===== src/rtl/bcd_event_counter.sv =====
// -----------------------------------------------------------------------------
// bcd_event_counter
//   Front end of the six-digit 7-segment display path. Two raw active-low
//   pushbuttons are synchronised, debounced and edge-detected into one-cycle
//   press strobes which step a NUM_DIGITS-digit BCD counter up or down.
//
// Ports
//   CLOCK_50  in   system clock, all state on the rising edge
//   RESET_N   in   asynchronous active-low reset
//   KEY_UP_N  in   raw up pushbutton, 0 = pressed, asynchronous
//   KEY_DN_N  in   raw down pushbutton, 0 = pressed, asynchronous
//   CLEAR     in   synchronous clear of the count, priority over presses
//   DIGITS    out  registered BCD count, digit 0 in [3:0]
//   UP_PULSE  out  one-cycle strobe per accepted up press
//   DN_PULSE  out  one-cycle strobe per accepted down press
//   WRAP      out  one-cycle strobe, aligned with DIGITS, on wrap/saturation
//
// Configuration
//   BCD_SATURATE_EN  defined: count holds at all-9 (up) / all-0 (down)
//                    undefined (default): count wraps around
// -----------------------------------------------------------------------------
module bcd_event_counter #(
  parameter int NUM_DIGITS      = 6,
  parameter int DEBOUNCE_CYCLES = 500000,
  parameter int CNT_W           = 20
) (
  input  logic                    CLOCK_50,
  input  logic                    RESET_N,
  input  logic                    KEY_UP_N,
  input  logic                    KEY_DN_N,
  input  logic                    CLEAR,
  output logic [4*NUM_DIGITS-1:0] DIGITS,
  output logic                    UP_PULSE,
  output logic                    DN_PULSE,
  output logic                    WRAP
);

  // Key index 0 = up, 1 = down throughout.
  localparam int KEYS = 2;
  localparam logic [CNT_W-1:0] DB_LAST = CNT_W'(DEBOUNCE_CYCLES - 1);

  logic [KEYS-1:0]            sync1_q;
  logic [KEYS-1:0]            sync2_q;
  logic [KEYS-1:0]            deb_q, deb_d;
  logic [KEYS-1:0]            deb_prev_q;
  logic [KEYS-1:0]            pulse_q, pulse_d;
  logic [KEYS-1:0][CNT_W-1:0] cnt_q, cnt_d;
  logic [4*NUM_DIGITS-1:0]    digits_q, digits_d;
  logic                       wrap_q, wrap_d;
  logic                       carry;
  logic [3:0]                 dig;

  // Two-flop synchroniser; idles at 1 (released).
  always_ff @(posedge CLOCK_50 or negedge RESET_N) begin
    if (!RESET_N) begin
      sync1_q <= '1;
      sync2_q <= '1;
    end else begin
      sync1_q <= {KEY_DN_N, KEY_UP_N};
      sync2_q <= sync1_q;
    end
  end

  // Debounce: count consecutive cycles where the synchronised level differs
  // from the accepted level; accept it on the DEBOUNCE_CYCLES-th such cycle.
  always_comb begin
    deb_d = deb_q;
    cnt_d = '0;
    for (int unsigned k = 0; k < KEYS; k++) begin
      if (sync2_q[k] != deb_q[k]) begin
        if (cnt_q[k] == DB_LAST) begin
          deb_d[k] = sync2_q[k];
        end else begin
          cnt_d[k] = cnt_q[k] + CNT_W'(1);
        end
      end
    end
    // Press = accepted 1->0 transition, seen one cycle after acceptance.
    pulse_d = deb_prev_q & ~deb_q;
  end

  always_ff @(posedge CLOCK_50 or negedge RESET_N) begin
    if (!RESET_N) begin
      deb_q      <= '1;
      deb_prev_q <= '1;
      cnt_q      <= '0;
      pulse_q    <= '0;
    end else begin
      deb_q      <= deb_d;
      deb_prev_q <= deb_q;
      cnt_q      <= cnt_d;
      pulse_q    <= pulse_d;
    end
  end

  // BCD counter: carry (up) or borrow (down) ripples from digit 0 upward.
  // A carry/borrow out of the top digit marks a wrap.
  always_comb begin
    digits_d = digits_q;
    wrap_d   = 1'b0;
    carry    = 1'b0;
    dig      = '0;
    if (CLEAR) begin
      digits_d = '0;
    end else if (pulse_q[0] ^ pulse_q[1]) begin
      carry = 1'b1;
      for (int unsigned i = 0; i < NUM_DIGITS; i++) begin
        dig = digits_q[4*i +: 4];
        if (carry) begin
          if (pulse_q[0]) begin
            if (dig == 4'd9) begin
              digits_d[4*i +: 4] = 4'd0;
            end else begin
              digits_d[4*i +: 4] = dig + 4'd1;
              carry              = 1'b0;
            end
          end else begin
            if (dig == 4'd0) begin
              digits_d[4*i +: 4] = 4'd9;
            end else begin
              digits_d[4*i +: 4] = dig - 4'd1;
              carry              = 1'b0;
            end
          end
        end
      end
      if (carry) begin
        wrap_d = 1'b1;
`ifdef BCD_SATURATE_EN
        digits_d = digits_q;  // hold at the boundary value
`else
        // ripple already produced all-0 (up) or all-9 (down)
`endif
      end
    end
  end

  always_ff @(posedge CLOCK_50 or negedge RESET_N) begin
    if (!RESET_N) begin
      digits_q <= '0;
      wrap_q   <= 1'b0;
    end else begin
      digits_q <= digits_d;
      wrap_q   <= wrap_d;
    end
  end

  assign DIGITS   = digits_q;
  assign UP_PULSE = pulse_q[0];
  assign DN_PULSE = pulse_q[1];
  assign WRAP     = wrap_q;

endmodule


===== config.mk =====
export PLATFORM = sky130hd
export DESIGN_NAME = bcd_event_counter
export DESIGN_NICKNAME = d
export VERILOG_FILES = /design/src/rtl/bcd_event_counter.sv
export SDC_FILE = /design/constraint.sdc
export NUM_CORES = 1
export LEC_CHECK = 0
export ABC_AREA = 1
export BUFFER_PORTS_ARGS = -buffer_cell sky130_fd_sc_hd__clkbuf_2
export CORE_MARGIN = 2
export CORE_UTILIZATION = 45
export DETAILED_ROUTE_END_ITERATION = 8
export PLACE_DENSITY = 0.72
export SLEW_MARGIN = 20
export SYNTH_ARGS = -nofsm -noshare
export SYNTH_HDL_FRONTEND = slang
export SYNTH_SLANG_ARGS = --single-unit

===== constraint.sdc =====
create_clock -name CLOCK_50 -period 1.9 [get_ports CLOCK_50]
set_input_delay 0.57 -clock CLOCK_50 [delete_from_list [all_inputs] [get_ports CLOCK_50]]
set_output_delay 0.57 -clock CLOCK_50 [all_outputs]
set_load 0.02 [all_outputs]

==> flow_summary_export.csv <==
group,metric,value,unit
global_route,antenna_found_initial,0,
worst_setup_path,critPathLaunchType,"flip-flop",
placement,dp_hpwl,6964,µm
worst_setup_path,cp_top_family,"flip-flops",
cts,cts_resized,0,
power,total_power,3.212,mW
power,p_leak,2.298,nW
cts,clk_pin_slew,0.08,ns
power,vdd_drop_max,0.3689,mV
global_route,overflow,0,
timing,fin_crit_sh,0.8849,
synthesis,synthAdderAreaFrac,0.005718,
synthesis,synth_top_family_by_area,"simple AND/OR/NAND/NOR gates",
synthesis,syn_area_per_cell,7.692,µm²
worst_setup_path,worst-path-buf-inv,1,
cts,clk_latency,0.34,ns
die,die_y,102.6,µm
worst_setup_path,slowest_stage,"dfrtp_1",
synthesis,ys_seq_area_frac,0.4311,
worst_setup_path,path_cells,"clkbuf_2",
cts,cts_tree,"built",
run,maxCapViolCount,0,
global_route,first_global_vias,3714,
die,die_area,0.01053,mm²
cells_and_area,regArea,0.001887,mm²
die,ios,32,
cells_and_area,fillers,879,
cts,postCtsSetupRepairBufs,0,
detailed_routing,viasPerCell,5.170,
timing,fin_crit,1.681,ns
synthesis,synthXorXnorAreaFrac,0.05203,
synthesis,synth_compound_area_frac,0.1052,
detailed_routing,wire_per_inst,12.52,µm
worst_setup_path,cp.arrival,1.11,ns
detailed_routing,first_iter_violations,190,
synthesis,yosys_warnings,0,
cells_and_area,drive_gt1_frac,0.1667,
worst_hold_path,hold_class,"primary input to asynchronous set/reset pin",
die,row_count,35,
timing,tightest_slew,0.4449,ns
timing,setup_violations,0,
placement,placed_cell_area,0.004766,mm²
timing,setup_tns,0,ns
timing,rsz0062_at_grt,"false",
cts,cts.sinks,75,
synthesis,yosys.area_share.simple,0.3345,
synthesis,synthDistinctLibCells,43,
timing,slew_violations,0,
cells_and_area,nets,620,
detailed_routing,wl,9353,µm
synthesis,syn-cell-area,0.004377,mm²
cts,htreeDepth,3,
synthesis,synthesis.nets,576,
die,die_w,102.6,µm
global_route,grt_pass1_wl,16240,µm
placement,gp_congestion,0.9621,
placement,port_buffers,31,
global_route,grt.total_usage,0.1937,
timing,worst_clock_skew,0.01108,ns
detailed_routing,drcViolationCount,0,
worst_setup_path,max_stage_delay,0.54,ns
worst_setup_path,path_class,"flip-flop to output port",
power,power_density,648.3,mW/mm²
cts,root_buffer,"clkbuf_8",
worst_setup_path,crit_fanout,8,
timing,slew-limit-headroom,0.7027,
synthesis,synthCells,569,
detailed_routing,dr.pass1.iters,4,
die,initial_core_util,0.4692,
worst_setup_path,r2r_setup_slack,0.25,ns
worst_setup_path,end_kind,"output port",
worst_setup_path,required,1.33,ns
cells_and_area,area_growth_syn_to_layout,13.18,%
detailed_routing,dr_total_vias,3862,
cts,cts_hold_buf,0,
timing,fmax,0.5948,GHz
cells_and_area,final_area,0.004954,mm²
synthesis,synth_seq_cells,75,
die,core,0.009328,mm²
outcome,status,"finished, final reports clean",
synthesis,synthMuxAreaShare,0.002573,
timing,hold_viol_final,0,
cts,cts_buffers,9,
cells_and_area,antenna_cells,0,
detailed_routing,ant_nets,0,
cells_and_area,multi_input_area,0.002188,mm²
global_route,grt_max_degree,30,
cts,clock_path_buffers,2,
==> synthesized netlist by cell type <==
master,n,area share
nand2_1,108,0.093
nor2_1,87,0.075
dfrtp_1,67,0.38
inv_1,65,0.056
o21ai_0,33,0.038
a21oi_1,30,0.034
nand3_1,28,0.032
xor2_1,23,0.046
nor3_1,18,0.021
nand4_1,15,0.021
nand2_2,14,0.020
nor2_2,9,0.013
dfstp_2,8,0.048
o22ai_1,8,0.011
a31oi_1,5,0.0071
buf_2,4,0.0046
inv_2,4,0.0034
nor2_4,4,0.010
nor3b_1,4,0.0069
o21ai_1,3,0.0034
xnor2_1,3,0.0060
and3_1,2,0.0029
clkbuf_1,2,0.0017
clkinv_1,2,0.0017
ha_1,2,0.0057
nand3b_1,2,0.0034
nor2_8,2,0.0091
nor3_4,2,0.0074
a211oi_1,1,0.0017
a32o_1,1,0.0023
a32oi_1,1,0.0020
buf_4,1,0.0017
mux2_2,1,0.0026
nand2_4,1,0.0026
nand3_2,1,0.0023
nand3_4,1,0.0040
nand4_4,1,0.0049
nor3_2,1,0.0023
nor3b_2,1,0.0029
o21a_1,1,0.0017
o21bai_1,1,0.0017
o31ai_1,1,0.0017
or2_2,1,0.0014
==> final timing paths <==
kind                                    to  depth (start not counted)       start
worst max-delay path             DIGITS[0]                          1   DIGITS[0]
min in group CLOCK_50           sync1_q[1]                          1    KEY_DN_N
max in group asynchronous       sync2_q[0]                          2     RESET_N
worst min-delay path            DIGITS[13]                          1     RESET_N
worst min register to register  sync2_q[1]                          0  sync1_q[1]
worst max register to register   cnt_q[14]                         10    cnt_q[0]
==> cell usage in the layout (no fill, tap or decap), types with 3 or more instances in the layout <==
cell type,count
a21oi_1,30
o22ai_1,8
nor2_2,9
xor2_1,23
nand2_1,108
nor2_4,4
o21ai_1,3
clkbuf_1,4
nand3_1,28
nor2_1,87
buf_4,7
clkbuf_8,10
dfrtp_1,67
inv_1,65
o21ai_0,33
clkbuf_2,30
a31oi_1,5
dfstp_2,8
nor3b_1,4
buf_12,3
nand2_2,14
nor3_1,18
nand4_1,15
xnor2_1,3
inv_2,4
==> flip-flops by register name (all words and copies together) (netlist names) <==
signal      flops
cnt_q          40
DIGITS         24
deb_prev_q      2
deb_q           2
pulse_q         2
sync1_q         2
sync2_q         2
WRAP            1
==> metrics by stage <==
step | hold slack, ns | util | cells | setup slack, ns
detailed placement | 0.3472 | 0.5109 | 731 | 0.2734
global placement | 0.3463 | 0.5109 | 731 | 0.2838
floorplan | 0.2744 | - | 569 | 0.3703
global route | 0.1450 | 0.5311 | 747 | 0.04940
finish | 0.1332 | 0.5311 | 747 | 0.2186
CTS | 0.1325 | 0.5311 | 747 | 0.2123
==> layout make-up <==
type / instances / share of cell area
Multi-Input combinational cell: 416 / 0.4418
Timing Repair Buffer: 40 / 0.05304
Inverter: 71 / 0.05380
Tap cell: 129 / 0.03258
Clock buffer: 14 / 0.03082
Clock inverter: 2 / 0.007072
Sequential cell: 75 / 0.3809
==> power by group <==
group / switching [mW] / leakage [nW] / internal [mW]
combinational: 0.212 / 1.19 / 0.109
sequential: 0.0366 / 1.01 / 1.63
clock: 0.580 / 0.0947 / 0.645
total: 0.828 / 2.30 / 2.38
==> routing by layer <==
| layer | GRT usage | vias to the layer above | part of all wire |
|---|---|---|---|
| li1 | - | 1943 | - |
| met1 | 0.2421 | 1809 | 0.45 |
| met2 | 0.3328 | 94 | 0.49 |
| met3 | 0.03797 | 16 | 0.045 |
| met4 | 0.07282 | 0 | 0.017 |
| met5 | 0 | - | 0 |
==> logic make-up (layout without fill, tap and decap cells) <==
family                     count (synthesis)  after routing
buffers and inverters                     78            127
xor gates and xnor gates                  26             26
adders and majority gates                  2              2
and+or+nand+nor                          302            302
DFF                                       75             75
muxes                                      1              1
AOI/OAI and AO/OA                         85             85
==> worst register-to-register path, delay by kind of cell (launching register included) <==
family	cells	cell delay [ns]
adder cells (fa/ha/maj)	1	0.17
AO/OA/AOI/OAI	2	0.24
flip-flops	1	0.36
AND/OR/NAND/NOR	6	0.70
buffers and inverters	1	0.08
Note: power is estimated with default switching activity, not from simulation.
